File: config.mk
export PLATFORM = sky130hd
export DESIGN_NAME = top_speed
export DESIGN_NICKNAME = d
export VERILOG_FILES = /design/src/rtl/top_speed.sv
export SDC_FILE = /design/constraint.sdc
export NUM_CORES = 1
export LEC_CHECK = 0
export CORE_UTILIZATION = 30
export CTS_BUF_LIST = sky130_fd_sc_hd__clkbuf_8
export DETAILED_ROUTE_END_ITERATION = 12
export GPL_TIMING_DRIVEN = 0
export MAX_ROUTING_LAYER = met4
export PLACE_DENSITY = 0.44
export SLEW_MARGIN = 0
export SYNTH_ARGS = -nofsm -noshare
export SYNTH_HDL_FRONTEND = slang
export SYNTH_SLANG_ARGS = --single-unit
File: constraint.sdc
create_clock -name clk -period 5.1 [get_ports clk]
set_clock_uncertainty 0.2 [all_clocks]
set_input_delay 1.02 -clock clk [delete_from_list [all_inputs] [get_ports clk]]
set_output_delay 1.02 -clock clk [all_outputs]
set_load 0.02 [all_outputs]
File: src/rtl/top_speed.sv
// Speed trap: times a vehicle between entry and exit sensors 10 m apart,
// divides to get speed in 0.1 km/h units and reports it over a 2-byte UART frame.
module top_speed #(
  parameter int SYS_FREQ    = 50000000,
  parameter int BAUD        = 9600,
  parameter int WIDTH_TIK   = 16,
  parameter int WIDTH_MS    = 12,
  parameter int WIDTH_SPEED = 14
) (
  input  logic clk,
  input  logic reset_n,
  input  logic sensor1,
  input  logic sensor2,
  input  logic sensor3,
  input  logic valid_Epass,
  input  logic enable,
  output logic serial_data_out
);

  localparam int CLKS_PER_BIT = SYS_FREQ / BAUD;
  localparam int BAUD_W       = (CLKS_PER_BIT > 1) ? $clog2(CLKS_PER_BIT) : 1;
  localparam int DIV_W        = 19;

  localparam logic [WIDTH_TIK-1:0] TIK_MAX   = WIDTH_TIK'(SYS_FREQ / 32'd1000 - 32'd1);
  localparam logic [BAUD_W-1:0]    BAUD_MAX  = BAUD_W'(CLKS_PER_BIT - 32'd1);
  localparam logic [WIDTH_MS-1:0]  MS_MAX    = {WIDTH_MS{1'b1}};
  localparam logic [DIV_W-1:0]     DIVIDEND  = 19'd360000;
  localparam logic [DIV_W-1:0]     SPEED_MAX = DIV_W'((32'd1 << WIDTH_SPEED) - 32'd1);

  typedef enum logic [1:0] {
    IDLE   = 2'd0,
    TIMING = 2'd1,
    CALC   = 2'd2,
    SEND   = 2'd3
  } state_t;

  // bit order: 0 sensor1, 1 sensor2, 2 sensor3, 3 valid_Epass, 4 enable
  logic [4:0] async_s;
  logic [4:0] meta_r;
  logic [4:0] sync_r;
  logic [2:0] prev_r;
  logic       s1_rise_s;
  logic       s2_rise_s;
  logic       s3_rise_s;
  logic       s3_fall_s;

  state_t                 state_r;
  logic [WIDTH_TIK-1:0]   tik_r;
  logic [WIDTH_MS-1:0]    ms_r;
  logic [WIDTH_MS-1:0]    elapsed_r;
  logic                   epass_ok_r;
  logic                   barrier_r;
  logic [WIDTH_MS-1:0]    rem_r;
  logic [DIV_W-1:0]       quo_r;
  logic [4:0]             div_cnt_r;
  logic [19:0]            frame_r;
  logic [4:0]             bit_cnt_r;
  logic [BAUD_W-1:0]      baud_cnt_r;

  logic [WIDTH_MS:0]      trial_s;
  logic [WIDTH_MS:0]      diff_s;
  logic                   ge_s;
  logic                   sat_s;
  logic [WIDTH_SPEED-1:0] speed_s;
  logic [15:0]            speed16_s;
  logic [7:0]             byte0_s;
  logic [7:0]             byte1_s;

  assign async_s   = {enable, valid_Epass, sensor3, sensor2, sensor1};
  assign s1_rise_s = sync_r[0] & ~prev_r[0];
  assign s2_rise_s = sync_r[1] & ~prev_r[1];
  assign s3_rise_s = sync_r[2] & ~prev_r[2];
  assign s3_fall_s = ~sync_r[2] & prev_r[2];

  // Two-flop synchronizers plus a history stage for edge detection.
  always_ff @(posedge clk) begin
    if (reset_n) begin
      meta_r <= 5'd0;
      sync_r <= 5'd0;
      prev_r <= 3'd0;
    end else begin
      meta_r <= async_s;
      sync_r <= meta_r;
      prev_r <= sync_r[2:0];
    end
  end

  // Restoring-divider step and frame byte assembly.
  always_comb begin
    trial_s   = {rem_r, quo_r[DIV_W-1]};
    diff_s    = trial_s - {1'b0, elapsed_r};
    ge_s      = (trial_s >= {1'b0, elapsed_r});
    sat_s     = (elapsed_r == {WIDTH_MS{1'b0}}) || (quo_r > SPEED_MAX);
    speed_s   = sat_s ? SPEED_MAX[WIDTH_SPEED-1:0] : quo_r[WIDTH_SPEED-1:0];
    speed16_s = 16'(speed_s);
    byte0_s   = {epass_ok_r, barrier_r | sync_r[4], speed16_s[13:8]};
    byte1_s   = speed16_s[7:0];
  end

  // Main sequencer: timing, division, UART transmit.
  always_ff @(posedge clk) begin
    if (reset_n) begin
      state_r         <= IDLE;
      tik_r           <= {WIDTH_TIK{1'b0}};
      ms_r            <= {WIDTH_MS{1'b0}};
      elapsed_r       <= {WIDTH_MS{1'b0}};
      epass_ok_r      <= 1'b0;
      barrier_r       <= 1'b0;
      rem_r           <= {WIDTH_MS{1'b0}};
      quo_r           <= {DIV_W{1'b0}};
      div_cnt_r       <= 5'd0;
      frame_r         <= {20{1'b1}};
      bit_cnt_r       <= 5'd0;
      baud_cnt_r      <= {BAUD_W{1'b0}};
      serial_data_out <= 1'b1;
    end else begin
      case (state_r)
        IDLE: begin
          serial_data_out <= 1'b1;
          if (s1_rise_s) begin
            tik_r   <= {WIDTH_TIK{1'b0}};
            ms_r    <= {WIDTH_MS{1'b0}};
            state_r <= TIMING;
          end
        end
        TIMING: begin
          serial_data_out <= 1'b1;
          if (tik_r == TIK_MAX) begin
            tik_r <= {WIDTH_TIK{1'b0}};
            ms_r  <= ms_r + WIDTH_MS'(1'b1);
          end else begin
            tik_r <= tik_r + WIDTH_TIK'(1'b1);
          end
          if (s2_rise_s) begin
            epass_ok_r <= sync_r[3];
            if (sync_r[3]) begin
              barrier_r <= 1'b1;
            end
          end
          if (s3_rise_s) begin
            elapsed_r <= ms_r;
            rem_r     <= {WIDTH_MS{1'b0}};
            quo_r     <= DIVIDEND;
            div_cnt_r <= 5'd0;
            state_r   <= CALC;
          end else if (ms_r == MS_MAX) begin
            epass_ok_r <= 1'b0;
            state_r    <= IDLE;
          end
        end
        CALC: begin
          serial_data_out <= 1'b1;
          if (div_cnt_r == 5'd19) begin
            // The frame is frozen here so later input activity cannot alter it.
            frame_r    <= {1'b1, byte1_s, 1'b0, 1'b1, byte0_s, 1'b0};
            bit_cnt_r  <= 5'd0;
            baud_cnt_r <= {BAUD_W{1'b0}};
            state_r    <= SEND;
          end else begin
            rem_r     <= ge_s ? diff_s[WIDTH_MS-1:0] : trial_s[WIDTH_MS-1:0];
            quo_r     <= {quo_r[DIV_W-2:0], ge_s};
            div_cnt_r <= div_cnt_r + 5'd1;
          end
        end
        SEND: begin
          serial_data_out <= frame_r[0];
          if (baud_cnt_r == BAUD_MAX) begin
            baud_cnt_r <= {BAUD_W{1'b0}};
            frame_r    <= {1'b1, frame_r[19:1]};
            if (bit_cnt_r == 5'd19) begin
              epass_ok_r <= 1'b0;
              state_r    <= IDLE;
            end else begin
              bit_cnt_r <= bit_cnt_r + 5'd1;
            end
          end else begin
            baud_cnt_r <= baud_cnt_r + BAUD_W'(1'b1);
          end
        end
        default: begin
          serial_data_out <= 1'b1;
          state_r         <= IDLE;
        end
      endcase
      if (s3_fall_s) begin
        barrier_r <= 1'b0;
      end
    end
  end

endmodule

==> out/qor.yml <==
routed-via-count: 5213
place_area_um2: 6541
io-pin-count: 8
grt_pass1_vias: 5047
min_delay_path_class: "flip-flop to flip-flop"
post_layout_nonfiller_instances: 1037
finalHoldViolCount: 0
sum_of_negative_setup_slack_ps: 0
drv.max_cap_violation_count: 0
die-height_um: 145.1
avgViaCountPerCell: 5.027
power.leakage_nw: 2.508
start_kind: "flip-flop"
fill_cells: 2125
dp_hpwl_um: 11020
outcome: "finished clean"
synth.lib_cells_used.distinct: 66
synth_seq_area_share_pct: 42.71
power.density_nw_per_um2: 286.0
synthesis.instances: 732
post_synth_instance_area_um2: 6140
route.detailed.wl_per_inst_um: 14.65
most_common_cell_after_layout_fill_and_taps_aside: "sky130_fd_sc_hd__dfxtp_1"
cts.root.buffer_cell: "sky130_fd_sc_hd__clkbuf_8"
place.gp.congestion: 0.8503
drt-initial-drc-count: 268
vdd_drop_max_uv: 165.8
number_of_nets_in_the_final_layout: 784
number_of_h_tree_levels: 4
synthTopCellsByArea: "sky130_fd_sc_hd__dfxtp_1, sky130_fd_sc_hd__nand2_1, sky130_fd_sc_hd__a21oi_1, sky130_fd_sc_hd__nor2_1, sky130_fd_sc_hd__xor2_1"
area_growth_pct: 13.10
fin_crit_period_ps: 3062
fin_crit_sh_pct: 60.04
postCtsSetupBuffers: 0
place_inst: 1004
setup.worst_path.end_class: "flip-flop"
timing_worst_slew_pin_value_ps: 774.9
grt_first_pass_wirelength_um: 25220
n_antenna_cell: 0
syn_area_per_cell_um2: 8.387
ys.warnings.count: 0
worstSetupPathType: "flip-flop to flip-flop"
most_area_hungry_cell_type_in_the_yosys_netlist: "sky130_fd_sc_hd__dfxtp_1"
mostFrequentLayoutCells: "sky130_fd_sc_hd__dfxtp_1, sky130_fd_sc_hd__nand2_1, sky130_fd_sc_hd__nor2_1"
drive_gt1_share_pct: 6.736
finalPower_w: 0.001986
max_slew_margin_pct: 47.79
synth.net_count: 757
count_of_antenna_violating_nets_left_after_detailed_routing: 0
drcViolationCount: 0
clk_transition_reported_paths_ps: 80
number_of_flops_mapped_to_enable_cells_by_yosys: 0
worst-endpoint-required_ps: 5270
detailedPlace.worstSlack_ps: 1899
arrival_worst_endpoint_ps: 3230
placement_rows: 51
global_route.overflow_total: 0
groute.usage.overall_pct: 15.39
grt_start_max_net_pins: 17
synth_top_flop_cell: "sky130_fd_sc_hd__dfxtp_1"
starting_density_pct: 31.04
core_area_um2: 19780
final_critical_path_setup_slack_ps: 2038
cts_inserted_buffers: 17
numPortBuffers: 7
drt_total_wl_um: 15190
drt_pass_1_iters: 5
share_of_the_synthesized_area_in_the_top_cell_type_pct: 42.71
cts-hold-fix-buffers: 0
die_area_um2: 21040
finalMaxSlewViolations: 0
grt_antenna_before_repair: 0
ctsResizeCount: 0
finalSetupViolCount: 0
sinks_on_the_clock_net: 131
tritoncts_clock_tree: "done"
design_area_um2: 6944
maxClockFrequency_mhz: 326.6
clock_latency_ps: 440
clk_path_buf_depth: 2
worstPathMaxFanout: 10
synth_async_sr_flop_share_pct: 0
ys_seq_elements: 131
rsz0062_at_grt: "no"
chipWidth_um: 145.1
final timing paths:
check | startpoint | endpoint | slack (ps) | cells past startpoint
max | div_cnt_r[0] | frame_r[16] | 2040 | 8
min | meta_r[1] | sync_r[1] | 240 | 1
max reg2reg | div_cnt_r[0] | frame_r[16] | 2040 | 8
min reg2reg | meta_r[1] | sync_r[1] | 240 | 1
cells in the mapped netlist, types with 3 or more instances:
cell,number
sky130_fd_sc_hd__dfxtp_1,131
sky130_fd_sc_hd__nand2_1,99
sky130_fd_sc_hd__nor2_1,68
sky130_fd_sc_hd__a21oi_1,53
sky130_fd_sc_hd__nand3_1,35
sky130_fd_sc_hd__clkbuf_1,32
sky130_fd_sc_hd__nor3_1,30
sky130_fd_sc_hd__xor2_1,26
sky130_fd_sc_hd__nor2b_1,21
sky130_fd_sc_hd__inv_1,20
sky130_fd_sc_hd__nand4_1,18
sky130_fd_sc_hd__ha_1,17
sky130_fd_sc_hd__o21ai_0,17
sky130_fd_sc_hd__o221ai_1,13
sky130_fd_sc_hd__mux2i_1,12
sky130_fd_sc_hd__and3_1,9
sky130_fd_sc_hd__xnor2_1,9
sky130_fd_sc_hd__a31oi_1,7
sky130_fd_sc_hd__o21ai_1,7
sky130_fd_sc_hd__or3_1,7
sky130_fd_sc_hd__nand2b_1,6
sky130_fd_sc_hd__nor4_1,6
sky130_fd_sc_hd__nor4bb_1,6
sky130_fd_sc_hd__o211ai_1,6
sky130_fd_sc_hd__buf_2,5
sky130_fd_sc_hd__a21o_1,4
sky130_fd_sc_hd__a22oi_1,4
sky130_fd_sc_hd__and2_1,4
sky130_fd_sc_hd__and4_1,4
sky130_fd_sc_hd__o21a_1,4
sky130_fd_sc_hd__a211oi_1,3
sky130_fd_sc_hd__a311oi_1,3
sky130_fd_sc_hd__o2111ai_1,3
sky130_fd_sc_hd__o311ai_0,3
sky130_fd_sc_hd__or2_2,3
power by group:
part,internal (W),switching [W]
clock,0.000458,0.000428
combinational,0.0000203,0.0000442
sequential,0.00103,0.00000450
critical path, cell delays in order (launching register included):
cell                       delay, ps
sky130_fd_sc_hd__dfxtp_1         380
sky130_fd_sc_hd__ha_1            200
sky130_fd_sc_hd__nor4bb_1        300
sky130_fd_sc_hd__clkbuf_1        300
sky130_fd_sc_hd__o21ai_0         340
sky130_fd_sc_hd__nor2_1          400
sky130_fd_sc_hd__clkbuf_1        520
sky130_fd_sc_hd__o221ai_1        250
sky130_fd_sc_hd__nand3_1         120
per-layer routing:
layer | vias to the layer above | global-route usage, % | wire length, um
met5 | - | - | 0
met4 | 0 | 4.737 | 234
li1 | 2664 | - | -
met1 | 2471 | 20.02 | 7771
met3 | 15 | 3.459 | 425
met2 | 63 | 23.65 | 6756
sequential cells by signal, summed over array words and instances (netlist names), named ones only:
signal           flops
frame_r             19
quo_r               19
tik_r               16
baud_cnt_r          13
elapsed_r           12
ms_r                12
rem_r               12
bit_cnt_r            5
div_cnt_r            5
meta_r               5
sync_r               5
prev_r               3
barrier_r            1
epass_ok_r           1
serial_data_out      1
state_r              1
area by class of cell:
type                            instances  area [um^2]  share of cell area, %
Buffer                                 39        176.4                  2.541
Clock buffer                           19        261.5                  3.766
Clock inverter                         13        136.4                  1.964
Inverter                               20        75.07                  1.081
Multi-Input combinational cell        542         3266                  47.03
Sequential cell                       131         2623                  37.77
Tap cell                              265        331.6                  4.775
Timing Repair Buffer                    8        75.07                  1.081
cell families after synthesis:
kind of cell,Yosys count,share of synthesized area (%)
simple gates,332,26.82
xor+xnor,35,4.993
compound gates,144,15.45
fa+ha+maj,18,3.790
buf+inv,59,4.096
flops,131,42.71
mux,13,2.140
per-stage QoR:
stage,hold WS (ps),utilization [%]
2_1_floorplan,213.8,-
3_3_place_gp,222.4,33.07
3_5_place_dp,229.4,33.07
4_1_cts,247.7,35.08
5_1_grt,254.8,35.10
6_report,243.1,35.10
(Power assumes the default switching activity.)
